[src/rtl/dreg_shifter_pkg.sv]
// Shared types for the dreg_shifter storage register.
package dreg_pkg;

  typedef enum logic [2:0] {
    HOLD = 3'd0,
    LOAD = 3'd1,
    SHL  = 3'd2,
    SHR  = 3'd3,
    ROL  = 3'd4,
    ROR  = 3'd5,
    ASR  = 3'd6,
    CLR  = 3'd7
  } mode_e;

  typedef enum logic {
    IDLE  = 1'b0,
    SHIFT = 1'b1
  } state_e;

endpackage

[src/rtl/dreg_shifter_shift_step.sv]
// Single shift/rotate step: purely combinational next word and out-bit.
module shift_step
  import dreg_pkg::*;
#(
  parameter int WIDTH = 8
) (
  input  logic [WIDTH-1:0] q,
  input  mode_e            mode,
  input  logic             sin,
  output logic [WIDTH-1:0] q_nxt,
  output logic             out_bit
);

  // Select the one-position move for the requested shift/rotate kind
  always_comb begin
    q_nxt   = q;
    out_bit = 1'b0;
    case (mode)
      SHL: begin
        q_nxt   = {q[WIDTH-2:0], sin};
        out_bit = q[WIDTH-1];
      end
      SHR: begin
        q_nxt   = {sin, q[WIDTH-1:1]};
        out_bit = q[0];
      end
      ROL: begin
        q_nxt   = {q[WIDTH-2:0], q[WIDTH-1]};
        out_bit = q[WIDTH-1];
      end
      ROR: begin
        q_nxt   = {q[0], q[WIDTH-1:1]};
        out_bit = q[0];
      end
      ASR: begin
        q_nxt   = {q[WIDTH-1], q[WIDTH-1:1]};
        out_bit = q[0];
      end
      default: begin
        q_nxt   = q;
        out_bit = 1'b0;
      end
    endcase
  end

endmodule

[src/rtl/dreg_shifter.sv]
// Multi-mode storage register: load/clear/hold plus multi-cycle shifts and
// rotates with a busy/done handshake.
module dreg_shifter
  import dreg_pkg::*;
#(
  parameter  int               WIDTH     = 8,
  parameter  logic [WIDTH-1:0] RESET_VAL = '0,
  localparam int               AW        = $clog2(WIDTH + 1)
) (
  input  logic             clk,
  input  logic             reset,
  input  logic             en,
  input  logic [2:0]       mode,
  input  logic [WIDTH-1:0] d,
  input  logic [AW-1:0]    amt,
  input  logic             sin,
  output logic [WIDTH-1:0] q,
  output logic [WIDTH-1:0] q_n,
  output logic             sout,
  output logic             busy,
  output logic             done
);

  state_e           state_q, state_d;
  mode_e            mode_q, mode_d;
  logic [AW-1:0]    cnt_q, cnt_d;
  logic [WIDTH-1:0] q_q, q_d;
  logic             sout_q, sout_d;
  logic             done_q, done_d;

  mode_e            cmd_mode;
  mode_e            step_mode;
  logic [WIDTH-1:0] step_q;
  logic             step_out;

  assign cmd_mode = mode_e'(mode);

  // First step uses the live command; later steps use the latched mode
  always_comb begin
    step_mode = (state_q == SHIFT) ? mode_q : cmd_mode;
  end

  shift_step #(
    .WIDTH(WIDTH)
  ) u_step (
    .q      (q_q),
    .mode   (step_mode),
    .sin    (sin),
    .q_nxt  (step_q),
    .out_bit(step_out)
  );

  // Command acceptance and per-cycle step sequencing
  always_comb begin
    state_d = state_q;
    mode_d  = mode_q;
    cnt_d   = cnt_q;
    q_d     = q_q;
    sout_d  = sout_q;
    done_d  = 1'b0;
    case (state_q)
      IDLE: begin
        if (en) begin
          mode_d = cmd_mode;
          done_d = 1'b1;
          case (cmd_mode)
            HOLD: q_d = q_q;
            LOAD: q_d = d;
            CLR:  q_d = RESET_VAL;
            default: begin
              // Step 1 happens on the accepting edge; counter holds the rest
              if (amt != '0) begin
                q_d    = step_q;
                sout_d = step_out;
                if (amt != AW'(1)) begin
                  done_d  = 1'b0;
                  cnt_d   = amt - AW'(1);
                  state_d = SHIFT;
                end
              end
            end
          endcase
        end
      end
      SHIFT: begin
        q_d    = step_q;
        sout_d = step_out;
        if (cnt_q == AW'(1)) begin
          done_d  = 1'b1;
          cnt_d   = '0;
          state_d = IDLE;
        end else begin
          cnt_d = cnt_q - AW'(1);
        end
      end
      default: state_d = IDLE;
    endcase
  end

  // State registers with synchronous reset
  always_ff @(posedge clk) begin
    if (reset) begin
      state_q <= IDLE;
      mode_q  <= HOLD;
      cnt_q   <= '0;
      q_q     <= RESET_VAL;
      sout_q  <= 1'b0;
      done_q  <= 1'b0;
    end else begin
      state_q <= state_d;
      mode_q  <= mode_d;
      cnt_q   <= cnt_d;
      q_q     <= q_d;
      sout_q  <= sout_d;
      done_q  <= done_d;
    end
  end

  assign q    = q_q;
  assign q_n  = ~q_q;
  assign sout = sout_q;
  assign busy = (state_q == SHIFT);
  assign done = done_q;

endmodule

[config.mk]
export PLATFORM = sky130hd
export DESIGN_NAME = dreg_shifter
export DESIGN_NICKNAME = d
export VERILOG_FILES = /design/src/rtl/dreg_shifter_pkg.sv /design/src/rtl/dreg_shifter_shift_step.sv /design/src/rtl/dreg_shifter.sv
export SDC_FILE = /design/constraint.sdc
export NUM_CORES = 1
export LEC_CHECK = 0
export CORE_MARGIN = 2
export CORE_UTILIZATION = 35
export DETAILED_ROUTE_END_ITERATION = 8
export GPL_TIMING_DRIVEN = 0
export SLEW_MARGIN = 20
export SYNTH_ARGS = -nofsm -noshare
export SYNTH_HDL_FRONTEND = slang
export SYNTH_HIERARCHICAL = 1
export SYNTH_SLANG_ARGS = --single-unit
[constraint.sdc]
create_clock -name clk -period 5.3 [get_ports clk]
set_clock_uncertainty 0.05 [all_clocks]
set_input_delay 1.325 -clock clk [delete_from_list [all_inputs] [get_ports clk]]
set_output_delay 1.325 -clock clk [all_outputs]
set_load 0.05 [all_outputs]
# Word-level counts from Yosys, hierarchy flattened
# Cells that the tools add are included.
# classes
n_mux	29
n_reduce_logical	9
n_bitwise	2
eq_ne	15
addsub	2
# ops
op	count
$pmux 8 s5	1
$pmux 8 s3	1
$mux 4	5
$mux 8	2
$pmux 8 s2	1
$mux 1	13
$eq 3x3->1 const B	4
$ne 2x2->1 const B	5
$not 8->8	1
$pmux 1 s2	4
$pmux 4 s2	1
$sub 4x1->4 const B	2
$eq 3x2->1 const B	2
$reduce_and 3->1	2
$reduce_or 3->1	2
$eq 4x1->1 const B	1
$ne 4x1->1 const B	1
$ne 4x2->1 const B	1
$reduce_and 4->1	1
$reduce_bool 4->1	1
$eq 3x1->1 const B	1
$logic_not 3->1	1
$mux 3	1
$reduce_and 2->1	1
other kinds (2)	2
# totals
reg_bits	18
inputBits	19
word_cells	63
output_inout_bits	19

# Longest topological paths before layout
# Gate-level depths: netlist of the first run.
# depth
depth_word	8
ltp_mapped	11
mapped_depth_nobuf	8

# By module
# The synthesis of the first run kept the hierarchy.
# by_module_without_submodules
mod	seq_area_each_um2	area_per_inst_um2	cells_each	instances
dreg_shifter	360.3	1233.7	138	1
shift_step	0.0	362.8	48	1

# Least setup slack after synthesis of the first run
# Ideal clock, no wire load.
# synth_timing
path_type	input-to-reg
startpoint	input port mode[1]
endpoint	register q_q[7], in the netlist q[7]
t_arrival_ps	3110
setup_ps	144
path_stages	9
required_time_ps	5106
n_path_buf	2
setup_slack_ps	1995
cell_sequence	buf_4 -> clkbuf_1 -> mux2_2 -> xnor2_2 -> nor3b_1 -> a221o_1 -> a22o_1 -> a22oi_1 -> a221oi_2
# synth_via
elab_chain_cells	7
word_cells_on_any_way	17
classes_between	9 x eq/ne; 6 x mux; 2 x reduce/logical
# synth_rtl
element	line_no	source
start: declaration	dreg_shifter.sv:13	input logic [2:0] mode,
$mux 3 (*)	dreg_shifter.sv:40	step_mode = (state_q == SHIFT) ? mode_q : cmd_mode;
net step_mode[1]	dreg_shifter.sv:32	mode_e step_mode;
$eq 3x3->1 / $eq 3x2->1 (equally long branches)	dreg_shifter_shift_step.sv:18	case (mode)
$pmux 8 s5 (*)	dreg_shifter_shift_step.sv:18	
net step_q[7]	dreg_shifter.sv:33	logic [WIDTH-1:0] step_q;
$mux 8	dreg_shifter.sv:72	if (amt != '0) begin
$pmux 8 s3	dreg_shifter.sv:66	case (cmd_mode)
$mux 8	dreg_shifter.sv:63	if (en) begin
$pmux 8 s2 (*)	dreg_shifter.sv:61	case (state_q)
end signal: assignment	dreg_shifter.sv:113	q_q <= q_d;
end: declaration	dreg_shifter.sv:27	logic [WIDTH-1:0] q_q, q_d;
# The timed path passes the listed nets; every way through them passes the cells marked *. The select of a mux whose other input is x is not followed.
# A chain may end at the register's enable or synchronous reset.

# Worst setup path in the final report of the first run
# layout_timing
startpoint	input port mode[2]
endpoint	register q_q[7], in the netlist q[7]
# The elaborated chain is that of the path after synthesis.

==> out/results.tsv, run 1 <==
stage	metric	value	unit
run_status	status	finished clean	
route	via_per_inst	5.69	
floorplanning	core_area	0.00438	mm^2
route	drc_errors	0	
clocking	cts_buffers	3	
critical_path	cp_cell_sequence	clkdlybuf4s50_1 > inv_1 > o21ai_0 > buf_4 > nand3b_1 > o21ai_0 > a221o_1 > a22o_1 > a22oi_1 > a221oi_2	
logic_synthesis	synth_edf_count	0	
critical_path	end_kind	flip-flop	
global_route	grt_pass1_wl	7450	um
critical_path	cpPeakStageDelay	610	ps
sta	fin_crit_sh	72.4	%
place	dp.cells	273	
sta	setup_viol	0	
sta	slew_viol_final	0	
global_route	grt_max_degree	11	
clocking	clockRootBuffer	clkbuf_8	
route	drt-wirelength-per-cell	15.4	um
sta	max_slew.worst_pin.slew	692	ps
route	drtIter0Drc	120	
clocking	cts_setup_buffers	0	
critical_path	worst_path_dominant_cell_family	compound AO/OA/AOI/OAI gates	
cells_and_area	area_delta_synth_final	29.5	%
power_and_ir_drop	p_clk_share	19.8	%
place	port_buffers	35	
sta	finalCriticalPeriod	3840	ps
sta	setup_tns	0	ps
sta	rsz0062_at_grt	no	
clocking	cts_resized	0	
logic_synthesis	synth_ff_type	dfxtp_1	
logic_synthesis	ys_warn_count	6	
power_and_ir_drop	powerDensity	285	mW/mm^2
power_and_ir_drop	switching_share	42.2	%
logic_synthesis	synth_cell_types	53	
sta	fmax	0.261	GHz
sta	slew_headroom	53.6	%
critical_path	cp-start-kind	primary input	
cells_and_area	drive_gt1_share	14.7	%
global_route	grt-ovfl-total	0	
sta	hold_viol	0	
cells_and_area	seq_area	360	um^2
floorplanning	die_h	71.5	um
clocking	cts_tree	done	
route	routed_wl	4270	um
clocking	cts_num_sinks	18	
power_and_ir_drop	comb_power_share	50.5	%
critical_path	slowest_stage	clkdlybuf4s50_1	
critical_path	worstPathMaxFanout	10	
logic_synthesis	postSynthAreaPerCell	8.58	um^2
floorplanning	die_w	71.5	um
logic_synthesis	ys_seq_area_share	22.6	%
clocking	clock_latency	250	ps
clocking	cts-hold-fix-buffers	0	
route	ant_nets	0	
logic_synthesis	syn_nets	209	
cells_and_area	diodes	0	
power_and_ir_drop	p_seq_share	29.7	%
power_and_ir_drop	p_switching	0.249	mW
logic_synthesis	synth_area	0.00160	mm^2
place	routabilityCongestion	0.803	
critical_path	required	5390	ps
cells_and_area	nNetsFinal	249	
global_route	grt_usage	18.1	%
cells_and_area	multi_input_area	0.00108	mm^2
power_and_ir_drop	internal_power	0.340	mW
critical_path	criticalPathCategory	primary input to flip-flop	
floorplanning	dieArea	0.00512	mm^2
route	vias	1576	
logic_synthesis	ys_ff_latch	18	
floorplanning	row_count	24	
floorplanning	initial_core_util	36.4	%
logic_synthesis	postSynthCellCount	186	
global_route	antenna_found_initial	0	
critical_path	arrival	3930	ps
power_and_ir_drop	ir_worst_vdd	94.8	uV
cells_and_area	fin_cells	277	
route	dr.pass1.iters	4	
logic_synthesis	synth-async-reset-ratio	0	%
power_and_ir_drop	p_leak	0.793	nW
clocking	htreeDepth	1	
run	cap_violations	0	
cells_and_area	num-fill-cells	446	
global_route	grt_pass1_vias	1535	
place	dpl.hpwl	3200	um
critical_path	crit_top_cell	o21ai_0	
floorplanning	io_pins	38	
critical_path	critPathBufInv	3	
hold_path	min_path_type	flip-flop to flip-flop	
clocking	cts_buffer_depth	2	
clocking	path_clk_slew	80	ps
-- cells in the final DEF (no fill, tap or decap), drive strengths merged, types with 2 or more instances in the layout --
cell / instances
clkdlybuf4s50: 35
dfxtp: 18
inv: 18
nor2: 15
nand2: 14
mux2i: 12
buf: 10
a22o: 8
a22oi: 8
a221oi: 8
nor3: 6
o21ai: 6
clkbuf: 6
a21oi: 5
a221o: 5
nand2b: 4
ha: 4
nor3b: 4
o211ai: 4
nand3: 3
o311ai: 3
mux2: 2
or3: 2
xor2: 2
a2111oi: 2
a211o: 2
o2111ai: 2
or2: 2
xnor2: 2
-- routing by layer --
metal | vias up | GRT usage (%) | wire length [um]
met5 | - | 0 | 0
met1 | 747 | 25.4 | 2010
met2 | 45 | 29.5 | 2040
met4 | 0 | 4.19 | 31
li1 | 782 | - | -
met3 | 2 | 2.53 | 184
-- worst min-delay path, cell delays in order (launching register included) --
cell     delay, ps
dfxtp_1        330
mux2i_1         60
nor2_1          70
-- cells in the mapped netlist, types with 2 or more instances --
cell	instances	share of area (%)
dfxtp_1	18	23
inv_1	17	4.0
nor2_1	15	3.5
nand2_1	14	3.3
mux2i_1	12	7.5
a221oi_2	8	7.5
a22o_1	8	4.4
a22oi_1	8	3.8
a21oi_1	5	1.6
a221o_1	5	3.1
nor3_1	5	1.6
buf_6	4	2.8
ha_1	4	3.1
nand2b_1	4	1.6
o21ai_0	4	1.3
buf_4	3	1.4
nand3_1	3	0.94
nor3b_1	3	1.4
o211ai_1	3	1.4
a2111oi_0	2	1.1
a211o_1	2	1.1
buf_2	2	0.63
clkbuf_1	2	0.47
mux2_2	2	1.4
o2111ai_1	2	1.1
o311ai_0	2	1.1
or3_1	2	0.78
xor2_1	2	1.1
-- cells by family (layout without fill, tap and decap cells) --
kind of cell | after synthesis | count (layout) | synth area share (%)
compound gates | 59 | 59 | 34.1
simple gates | 57 | 57 | 18.8
buf+inv | 30 | 69 | 9.80
flops | 18 | 18 | 22.6
mux | 14 | 14 | 8.93
fa+ha+maj | 4 | 4 | 3.13
xor+xnor | 4 | 4 | 2.67
-- registers in the layout, indices dropped and copies added, names as in the netlist --
name / flops
q: 8
cnt_q: 4
mode_q: 3
busy: 1
done: 1
sout: 1
-- final cells by class --
type,count,share of cell area [%]
Clock buffer,4,2.66
Buffer,12,4.30
Sequential cell,18,17.4
Inverter,18,3.27
Timing Repair Buffer,35,16.9
Tap cell,52,3.15
Multi-Input combinational cell,138,52.2
-- worst paths after layout --
kind	end	cells past startpoint	slack, ps	from
hold / removal	mode_q[1]	2	440	mode_q[1]
setup / recovery	q[7]	10	1460	mode[2]
setup reg to reg	q[5]	9	2270	busy
hold reg to reg	mode_q[1]	2	440	mode_q[1]
-- metrics by stage --
stage / instance area [um^2] / hold WS (ps) / power, mW / utilization (%) / worst slack (ps)
floorplan: 1600 / 404 / 0.389 / - / 2000
global placement: 2010 / 425 / 0.474 / 45.9 / 1250
detailed placement: 2010 / 430 / 0.475 / 45.9 / 1210
CTS: 2070 / 450 / 0.592 / 47.1 / 1490
global route: 2070 / 473 / 0.625 / 47.1 / 1250
finish: 2070 / 445 / 0.589 / 47.1 / 1460
-- power groups by stage --
stage	registers, mW	clock network, mW	logic (mW)
floorplan	0.207	0	0.183
finish	0.175	0.117	0.297
global placement	0.179	0	0.296
global route	0.179	0.124	0.322
detailed placement	0.179	0	0.296
CTS	0.176	0.119	0.297
Note: power is estimated with default switching activity, not from simulation.
==> run 2: changes to the inputs <==
==> constraint.sdc (replaced) <==
create_clock -name clk -period 3.9 [get_ports clk]
set_clock_uncertainty 0.05 [all_clocks]
set_input_delay 0.975 -clock clk [delete_from_list [all_inputs] [get_ports clk]]
set_output_delay 0.975 -clock clk [all_outputs]
set_load 0.05 [all_outputs]
==> results of run 2 <==
Same layout as run 1 (identical final DEF). Status: finished clean.
Main changes from that run: setup slack after placement 1210 ps -> 159 ps; setup slack after layout 1460 ps -> 414 ps; register-to-register setup slack 2270 ps -> 870 ps; total power 0.589 mW -> 0.801 mW; worst IR drop on VDD 94.8 uV -> 129 uV
